`config.mk`:
```
export PLATFORM = sky130hd
export DESIGN_NAME = control
export DESIGN_NICKNAME = d
export VERILOG_FILES = /design/src/rtl/control_pkg.sv /design/src/rtl/control_alu_decoder.sv /design/src/rtl/control.sv
export SDC_FILE = /design/constraint.sdc
export NUM_CORES = 1
export LEC_CHECK = 0
export BUFFER_PORTS_ARGS = -buffer_cell sky130_fd_sc_hd__buf_2
export CAP_MARGIN = 20
export CORE_AREA = 4 4 41 43
export CTS_CLUSTER_DIAMETER = 120
export CTS_CLUSTER_SIZE = 40
export DETAILED_ROUTE_END_ITERATION = 8
export DIE_AREA = 0 0 45 47
export SLEW_MARGIN = 20
export SYNTH_ARGS = -nofsm -noshare
export SYNTH_HDL_FRONTEND = slang
export SYNTH_SLANG_ARGS = --single-unit
```
`constraint.sdc`:
```
create_clock -name clk -period 3.19 [get_ports clk]
set_input_delay 0.319 -clock clk [delete_from_list [all_inputs] [get_ports clk]]
set_output_delay 0.319 -clock clk [all_outputs]
set_load 0.02 [all_outputs]
```
`src/rtl/control_pkg.sv`:
```
// Shared decode constants for the RV32I control block: opcodes and the
// select/ALU encodings the datapath expects.
package control_pkg;

    localparam logic [6:0] OP_LW     = 7'b0000011;
    localparam logic [6:0] OP_SW     = 7'b0100011;
    localparam logic [6:0] OP_RTYPE  = 7'b0110011;
    localparam logic [6:0] OP_IALU   = 7'b0010011;
    localparam logic [6:0] OP_BRANCH = 7'b1100011;
    localparam logic [6:0] OP_JAL    = 7'b1101111;

    typedef enum logic [2:0] {
        IMM_I = 3'b000,
        IMM_S = 3'b001,
        IMM_B = 3'b010,
        IMM_J = 3'b011,
        IMM_U = 3'b100
    } imm_type_t;

    typedef enum logic [2:0] {
        ALU_ADD = 3'b000,
        ALU_SUB = 3'b001,
        ALU_AND = 3'b010,
        ALU_OR  = 3'b011,
        ALU_XOR = 3'b100,
        ALU_SLT = 3'b101,
        ALU_SLL = 3'b110,
        ALU_SRL = 3'b111
    } alu_ctrl_t;

    typedef enum logic [1:0] {
        RES_ALU  = 2'b00,
        RES_MEM  = 2'b01,
        RES_PC4  = 2'b10,
        RES_RSVD = 2'b11
    } result_src_t;

    typedef enum logic [1:0] {
        ALU_OP_ADD  = 2'b00,
        ALU_OP_SUB  = 2'b01,
        ALU_OP_FUNC = 2'b10
    } alu_op_t;

endpackage

```
`src/rtl/control_alu_decoder.sv`:
```
// ALU decoder: turns the main decoder's alu_op plus func3/func7[5] into an
// ALU operation, flagging the func combinations this core does not implement.
module control_alu_decoder
    import control_pkg::*;
(
    input  alu_op_t    alu_op,
    input  logic [2:0] func3,
    input  logic       func7_5,
    input  logic       is_rtype,
    output logic [2:0] alu_control,
    output logic       illegal
);

    always_comb begin
        alu_control = ALU_ADD;
        illegal     = 1'b0;
        case (alu_op)
            ALU_OP_SUB: alu_control = ALU_SUB;
            ALU_OP_FUNC: begin
                case (func3)
                    // ADDI has no SUB form, so func7 only matters for R-type
                    3'b000: alu_control = (is_rtype && func7_5) ? ALU_SUB : ALU_ADD;
                    3'b001: alu_control = ALU_SLL;
                    3'b010: alu_control = ALU_SLT;
                    3'b100: alu_control = ALU_XOR;
                    3'b101: begin
                        alu_control = ALU_SRL;
                        illegal     = func7_5;
                    end
                    3'b110: alu_control = ALU_OR;
                    3'b111: alu_control = ALU_AND;
                    default: begin
                        alu_control = ALU_ADD;
                        illegal     = 1'b1;
                    end
                endcase
            end
            default: alu_control = ALU_ADD;
        endcase
    end

endmodule

```
`src/rtl/control.sv`:
```
// Main decoder for the single-cycle RV32I core: combinational datapath
// selects plus a sticky illegal-instruction status flag.
module control
    import control_pkg::*;
(
    input  logic       clk,
    input  logic       rst_n,
    input  logic [6:0] op_code,
    input  logic [2:0] func3,
    input  logic [6:0] func7,
    input  logic       zero,
    output logic       reg_write,
    output logic       mem_write,
    output logic       alu_source,
    output logic [1:0] result_source,
    output logic [2:0] imm_type,
    output logic [2:0] alu_control,
    output logic       pc_src,
    output logic       illegal_instr,
    output logic       illegal_seen
);

    alu_op_t alu_op;
    logic    is_rtype;
    logic    is_branch;
    logic    is_jal;
    logic    op_illegal;
    logic    alu_illegal;
    logic    unused_func7;

    assign unused_func7 = ^{func7[6], func7[4:0]};

    always_comb begin
        reg_write     = 1'b0;
        mem_write     = 1'b0;
        alu_source    = 1'b0;
        result_source = RES_ALU;
        imm_type      = IMM_I;
        alu_op        = ALU_OP_ADD;
        is_rtype      = 1'b0;
        is_branch     = 1'b0;
        is_jal        = 1'b0;
        op_illegal    = 1'b0;
        case (op_code)
            OP_LW: begin
                reg_write     = 1'b1;
                alu_source    = 1'b1;
                result_source = RES_MEM;
            end
            OP_SW: begin
                mem_write  = 1'b1;
                alu_source = 1'b1;
                imm_type   = IMM_S;
            end
            OP_RTYPE: begin
                reg_write = 1'b1;
                alu_op    = ALU_OP_FUNC;
                is_rtype  = 1'b1;
            end
            OP_IALU: begin
                reg_write  = 1'b1;
                alu_source = 1'b1;
                alu_op     = ALU_OP_FUNC;
            end
            OP_BRANCH: begin
                imm_type  = IMM_B;
                alu_op    = ALU_OP_SUB;
                is_branch = 1'b1;
            end
            OP_JAL: begin
                reg_write     = 1'b1;
                result_source = RES_PC4;
                imm_type      = IMM_J;
                is_jal        = 1'b1;
            end
            default: op_illegal = 1'b1;
        endcase
    end

    control_alu_decoder u_alu_decoder (
        .alu_op      (alu_op),
        .func3       (func3),
        .func7_5     (func7[5]),
        .is_rtype    (is_rtype),
        .alu_control (alu_control),
        .illegal     (alu_illegal)
    );

    // Every branch opcode is treated as BEQ
    assign pc_src        = is_branch ? zero : is_jal;
    assign illegal_instr = op_illegal | alu_illegal;

    always_ff @(posedge clk or negedge rst_n) begin
        if (!rst_n) begin
            illegal_seen <= 1'b0;
        end else begin
            illegal_seen <= illegal_seen | illegal_instr;
        end
    end

endmodule

```
==> metrics.md, run 1 <==
| Metric | Value |
|---|---|
| Status | completed |
| GRT overflow | 0 |
| I/O Pins | 34 |
| Die area | about 2100 sq um |
| Mapped Nets | 75 |
| Reg2reg path depth | 2 |
| Initial antenna violation count | 0 |
| Synth top cells by count | 5 x a21oi_1, 5 x nand2_1, 5 x nor2b_1 |
| Initial core utilization | 0.268 |
| Gate count after technology mapping | 53 |
| Die W | ~45 um |
| Slew Viols, Final | 0 |
| Port buffer count | 26 |
| DRC | 0 |
| Worst Path Required | ~2.9 ns |
| Fillers | around 160 |
| Final worst slack | between 1 and 1.5 ns |
| Yosys top cell area share | 0.0896 |
| ANT nets after route | 0 |
| Synthesized area | ~350 sq um |
| Peak VDD IR | approximately 0.035 mV |
| Largest cells by area after synthesis | nor2b_1 9.0%, a21oi_1 7.2%, dfrtp_1 7.2%, ha_1 7.2%, mux2i_1 5.7% |
| Yosys top cell by area | nor2b_1 |
| Max Cap Violations | 0 |
| RSZ-0062 raised after global routing | false |
| Yosys Warn Count | 0 |
| EDFF count, synth | 0 |
| Dpl ws | 1.04 ns |
| GRT Total Usage | 0.0937 |
| Number of global-route vias before repair | 390 |
| Sequential share of the synthesized area | 0.0717 |
| Core area | roughly 1300 sq um |
| Rows | 13 |
| DRT iter0 DRCs | 12 |
| Post-CTS Setup Repair Bufs | 0 |
| Detail-routed via count per cell | approximately 4.8 |
| Final Hold Fails | 0 |
| Data arrival, critical path | ~1.8 ns |
| Top flop regs | illegal_seen (1) |
| Power Dens Cells | approximately 100 nW/um^2 |
| CP Capture Type | output pin |
| CP Max Fanout | 5 |
| CTS clk-pin slew, worst paths | 0 ns |
| Layout area overhead | 39.1% |
| Max reg flops | 1 |
| Chip Height | 47 um |
| NumNets Final | between 100 and 150 |
| Final setup violation count | 0 |
| Synth unique cells | 28 |
| Tcrit/Tclk final | 0.665 |
| CP Launch Type | input pin |
| Hold-fix buffers at CTS | 0 |
| Detailed Routing Iterations Pass 1 | 4 |
| Min-Delay Path Class | input pin to asynchronous set/reset pin |
| Layout cell share with drive strength beyond 1 | 0.377 |
| Antenna cell count | 0 |
| LEAKAGE | approximately 0.23 nW |
| Global-route wire length before repair | 1610 um |
| Routed length per instance | between 9 and 10 um |
| Final instance area | 485 sq um |
| RePlAce Congestion | 0.695 |
| Top FF cell, synth | dfrtp_1 |
| Yosys reg bits | 1 |
| Post-Route WL | between 900 and 1000 um |
| Mapped Avg Cell Area | approximately 6.6 sq um |
| CTS-repair resized insts | 0 |
| Final HPWL DP | between 800 and 900 um |
| Clk_skew | 0 ns |
| CP Class | input pin to output pin |
| Pin count of the biggest net entering global routing | 9 |
| Min Tclk post-route | 2.12 ns |
| Async SR Flop Fraction | 1.00 |
| Worst-Skew Late Latency | 0 ns |
| Setup TNS | 0 ns |
| DR vias | 437 |
| Top reg by flops | illegal_seen |
| Placed Area | a little under 500 sq um |
| Fmax | between 400 and 500 MHz |
## placed cells by master, fill, tap and decap left out, types with 2 or more instances in the layout
master / netlist / layout
nor3_1: 4 / 4
ha_1: 2 / 2
nand2b_1: 2 / 2
nand3_1: 2 / 2
nor2b_1: 5 / 5
nor2_1: 4 / 4
a21oi_1: 5 / 5
nand2_1: 5 / 5
inv_1: 2 / 2
nand4_1: 3 / 3
buf_2: 1 / 26
mux2i_1: 2 / 2
## path summary, 6_finish.rpt
path | startpoint | to | slack (ns)
max in group asynchronous | rst_n | illegal_seen | 3.01
min in group clk | illegal_seen | illegal_seen | 0.48
min | rst_n | illegal_seen | 0.09
max reg2reg | illegal_seen | illegal_seen | 2.57
max | op_code[5] | alu_control[2] | 1.07
min reg2reg | illegal_seen | illegal_seen | 0.48
## cells by family (layout without fill, tap and decap cells)
family                     after synthesis  count (layout)  share of synthesized area
other                                    1               1                     0.0107
adders and majority gates                2               2                     0.0717
buffers and inverters                    4              28                     0.0573
AOI/OAI and AO/OA                       10              10                      0.186
muxes                                    2               2                     0.0573
DFF                                      1               1                     0.0717
and+or+nand+nor                         33              33                      0.545
## power by group
part / switching (mW) / internal (mW) / total, mW
clock network: 0 / 0 / 0
logic: 0.0213 / 0.0146 / 0.0359
registers: 0 / 0.0129 / 0.0129
## layout make-up
class                      instances  area [sq um]  area share
inverter                           2          7.51      0.0155
multi-input combinational         48           304       0.626
sequential                         1          25.0      0.0515
tap                               15          18.8      0.0387
timing repair buffer              26           130       0.268
## per-stage QoR
step / power, mW / hold WS, ns / instances / util
final: 0.0488 / 0.0932 / 92 / 0.373
after global routing: 0.0541 / 0.0980 / 92 / 0.373
after CTS: 0.0490 / 0.0942 / 92 / 0.373
after detailed placement: 0.0489 / 0.0939 / 92 / 0.373
after global placement: 0.0482 / 0.0937 / 92 / 0.373
after floorplan: 0.0327 / 0.0234 / 53 / -
## layer usage
metal	wire length [um]	track usage
met3	96	0.00766
met2	372	0.161
met4	0	0
met1	446	0.135
met5	0	0
## critical path, stage by stage
cell and delay [ns]:
buf_2 0.11, nor2b_1 0.18, nand4_1 0.21, nand2b_1 0.20
ha_1 0.31, nor4bb_1 0.26, buf_2 0.20
No activity file was read; power rests on OpenSTA's default activity.
==> inputs of run 2 (changes only) <==
Clock period 3.19 ns to 1.9 ns, I/O delays scaled along.
==> run 2 against run 1 <==
Sequential power grew 68%. Cell area increased by 5.7%. Power is 76% higher. Critical endpoint unchanged.
==> metrics.md, run 2 (same netlist as run 1, synthesis figures left out) <==
| Metric | Value |
|---|---|
| I/O Pins | 34 (unchanged) |
| Fmax | around 580 MHz |
| Number of global-route vias before repair | 414 (+6.2%) |
| Final Hold Fails | 0 (unchanged) |
| RePlAce Congestion | 0.723 (+4.0%) |
| LEAKAGE | 0.246 nW (+6.4%) |
| Data arrival, critical path | 1.53 ns (-0.27 ns) |
| Max Cap Violations | 0 (unchanged) |
| Switch share | 0.427 (-0.0103) |
| Global-route wire length before repair | 1550 um (-3.9%) |
| GRT Total Usage | 0.0898 (-0.00394) |
| Most frequent cells in the layout | 26 x buf_2, 5 x nand2_1, 5 x a21oi_1 |
| CTS clk-pin slew, worst paths | 0 ns (unchanged) |
| CP Launch Type | input pin |
| Top flop regs | illegal_seen (1) |
| Most used cell, CP | buf_2 |
| Rows | 13 (unchanged) |
| Initial antenna violation count | 0 (unchanged) |
| Chip Height | 47 um (unchanged) |
| CP peak stage delay | 0.32 ns (about the same) |
| Worst Path Required | 1.71 ns (-1.16 ns) |
| Die area | 2120 sq um (unchanged) |
| Min Tclk post-route | 1.72 ns |
| Final HPWL DP | 847 um (+5.3%) |
| Final instance area | 513 sq um (+5.7%) |
| Post-Route WL | 969 um (+5.9%) |
| Slew Viols, Final | 0 (unchanged) |
| Port buffer count | 26 (unchanged) |
| Combinational Power Share | 0.747 (+0.012) |
| Part of the power in registers | 0.253 (-0.012) |
| Detailed Routing Iterations Pass 1 | 4 (unchanged) |
| Detail-routed via count per cell | 4.86 (+2.4%) |
| Layout cell share with drive strength beyond 1 | 0.400 (+0.0234) |
| Layout area overhead | 47.0% |
| Clock power share | 0 (unchanged) |
| Pin count of the biggest net entering global routing | 9 (unchanged) |
| GRT overflow | 0 (unchanged) |
| Power Dens Cells | 167 nW/um^2 (+66%) |
| Total power | 0.0858 mW (+76%) |
| DRC | 0 (unchanged) |
| Tcrit/Tclk final | 0.904 |
| DRT iter0 DRCs | 7 (-5) |
| Routed length per instance | 10.2 um (+2.6%) |
| Setup TNS | 0 ns (unchanged) |
| CP max stage cell | ha_1 |
| CP Cell Sequence | buf_2, nor2b_2, nand4_1, nand2b_1, ha_1, nor4bb_1, buf_2 |
| Peak VDD IR | 0.0625 mV (+80%) |
| Min-Delay Path Class | flop to flop |
| Placed Area | 500 sq um (+3.1%) |
| Final setup violation count | 0 (unchanged) |
| RSZ-0062 raised after global routing | false |
| NumNets Final | 104 (+3.0%) |
| CP Capture Type | output pin |
| Clk_skew | 0 ns (unchanged) |
| Antenna cell count | 0 (unchanged) |
| Status | completed |
| Int Power | 0.0492 mW (+79%) |
| Switching power | 0.0366 mW (+72%) |
| Die W | 45 um (unchanged) |
| ANT nets after route | 0 (unchanged) |
| Max reg flops | 1 (unchanged) |
| DR vias | 462 (+5.7%) |
| Top reg by flops | illegal_seen |
| Commonest non-fill, non-tap cell in the layout | buf_2 |
| Worst-Skew Late Latency | 0 ns (unchanged) |
| Core area | 1300 sq um (unchanged) |
| CP Class | input pin to output pin |
| CP Max Fanout | 5 (unchanged) |
| Initial core utilization | 0.268 (unchanged) |
[run 2: cell count changes in the layout (fill, tap and decap cells not counted)]
cell / before / now
buf_4: 0 / 2
dlygate4sd3_1: 0 / 1
nor2b_2: 0 / 1
nor2b_1: 5 / 4
[run 2: final timing paths]
path | endpoint | depth (start not counted) | from | slack (ns)
max | alu_control[2] | 7 | op_code[5] | 0.18
min | illegal_seen | 2 | illegal_seen | 0.48
max reg2reg | illegal_seen | 2 | illegal_seen | 1.28
min reg2reg | illegal_seen | 2 | illegal_seen | 0.48
max in group asynchronous | illegal_seen | 2 | rst_n | 1.31
min in group asynchronous | illegal_seen | 2 | rst_n | 0.51
[run 2: power groups by stage]
stage          clock network, mW  logic [mW]  registers [mW]
2_1_floorplan                  0      0.0332          0.0217
3_3_place_gp                   0      0.0610          0.0217
3_5_place_dp                   0      0.0623          0.0217
4_1_cts                        0      0.0639          0.0217
5_1_grt                        0      0.0715          0.0217
6_report                       0      0.0641          0.0217
[run 2: per-layer routing]
| metal | track usage | share of wire |
|---|---|---|
| met5 | 0 | 0 |
| met2 | 0.169 | 0.43 |
| met4 | 0 | 0 |
| met1 | 0.115 | 0.48 |
| met3 | 0.0115 | 0.095 |
[run 2: through the flow]
| step | util | hold slack (ns) | setup slack (ns) | instances |
|---|---|---|---|---|
| after floorplan | - | -0.106 | 0.00273 | 53 |
| after global placement | 0.385 | -0.0354 | 0.142 | 94 |
| after detailed placement | 0.385 | -0.0351 | 0.148 | 94 |
| after CTS | 0.392 | 0.486 | 0.147 | 95 |
| after global routing | 0.394 | 0.524 | 0.0114 | 95 |
| final | 0.394 | 0.475 | 0.182 | 95 |
[run 2: cell type report]
type | count | area, sq um
fill | 167 | 788
timing repair buffer | 29 | 155
multi-input combinational | 48 | 307
tap | 15 | 18.8
sequential | 1 | 25.0
inverter | 2 | 7.51
[run 2: what timing repair did]
action / 4_1_cts / 5_1_grt
setup endpoints to repair: 0 / 1
setup buffers: 0 / 0
resized for setup: 0 / 1
hold buffers: 1 / 0
hold endpoints to repair: 1 / 0
[run 2: worst max-delay path, delay by kind of cell]
kind	cells	cell delay (ns)
and+or+nand+nor	4	0.71
buffers and inverters	2	0.31
adders and majority gates	1	0.32
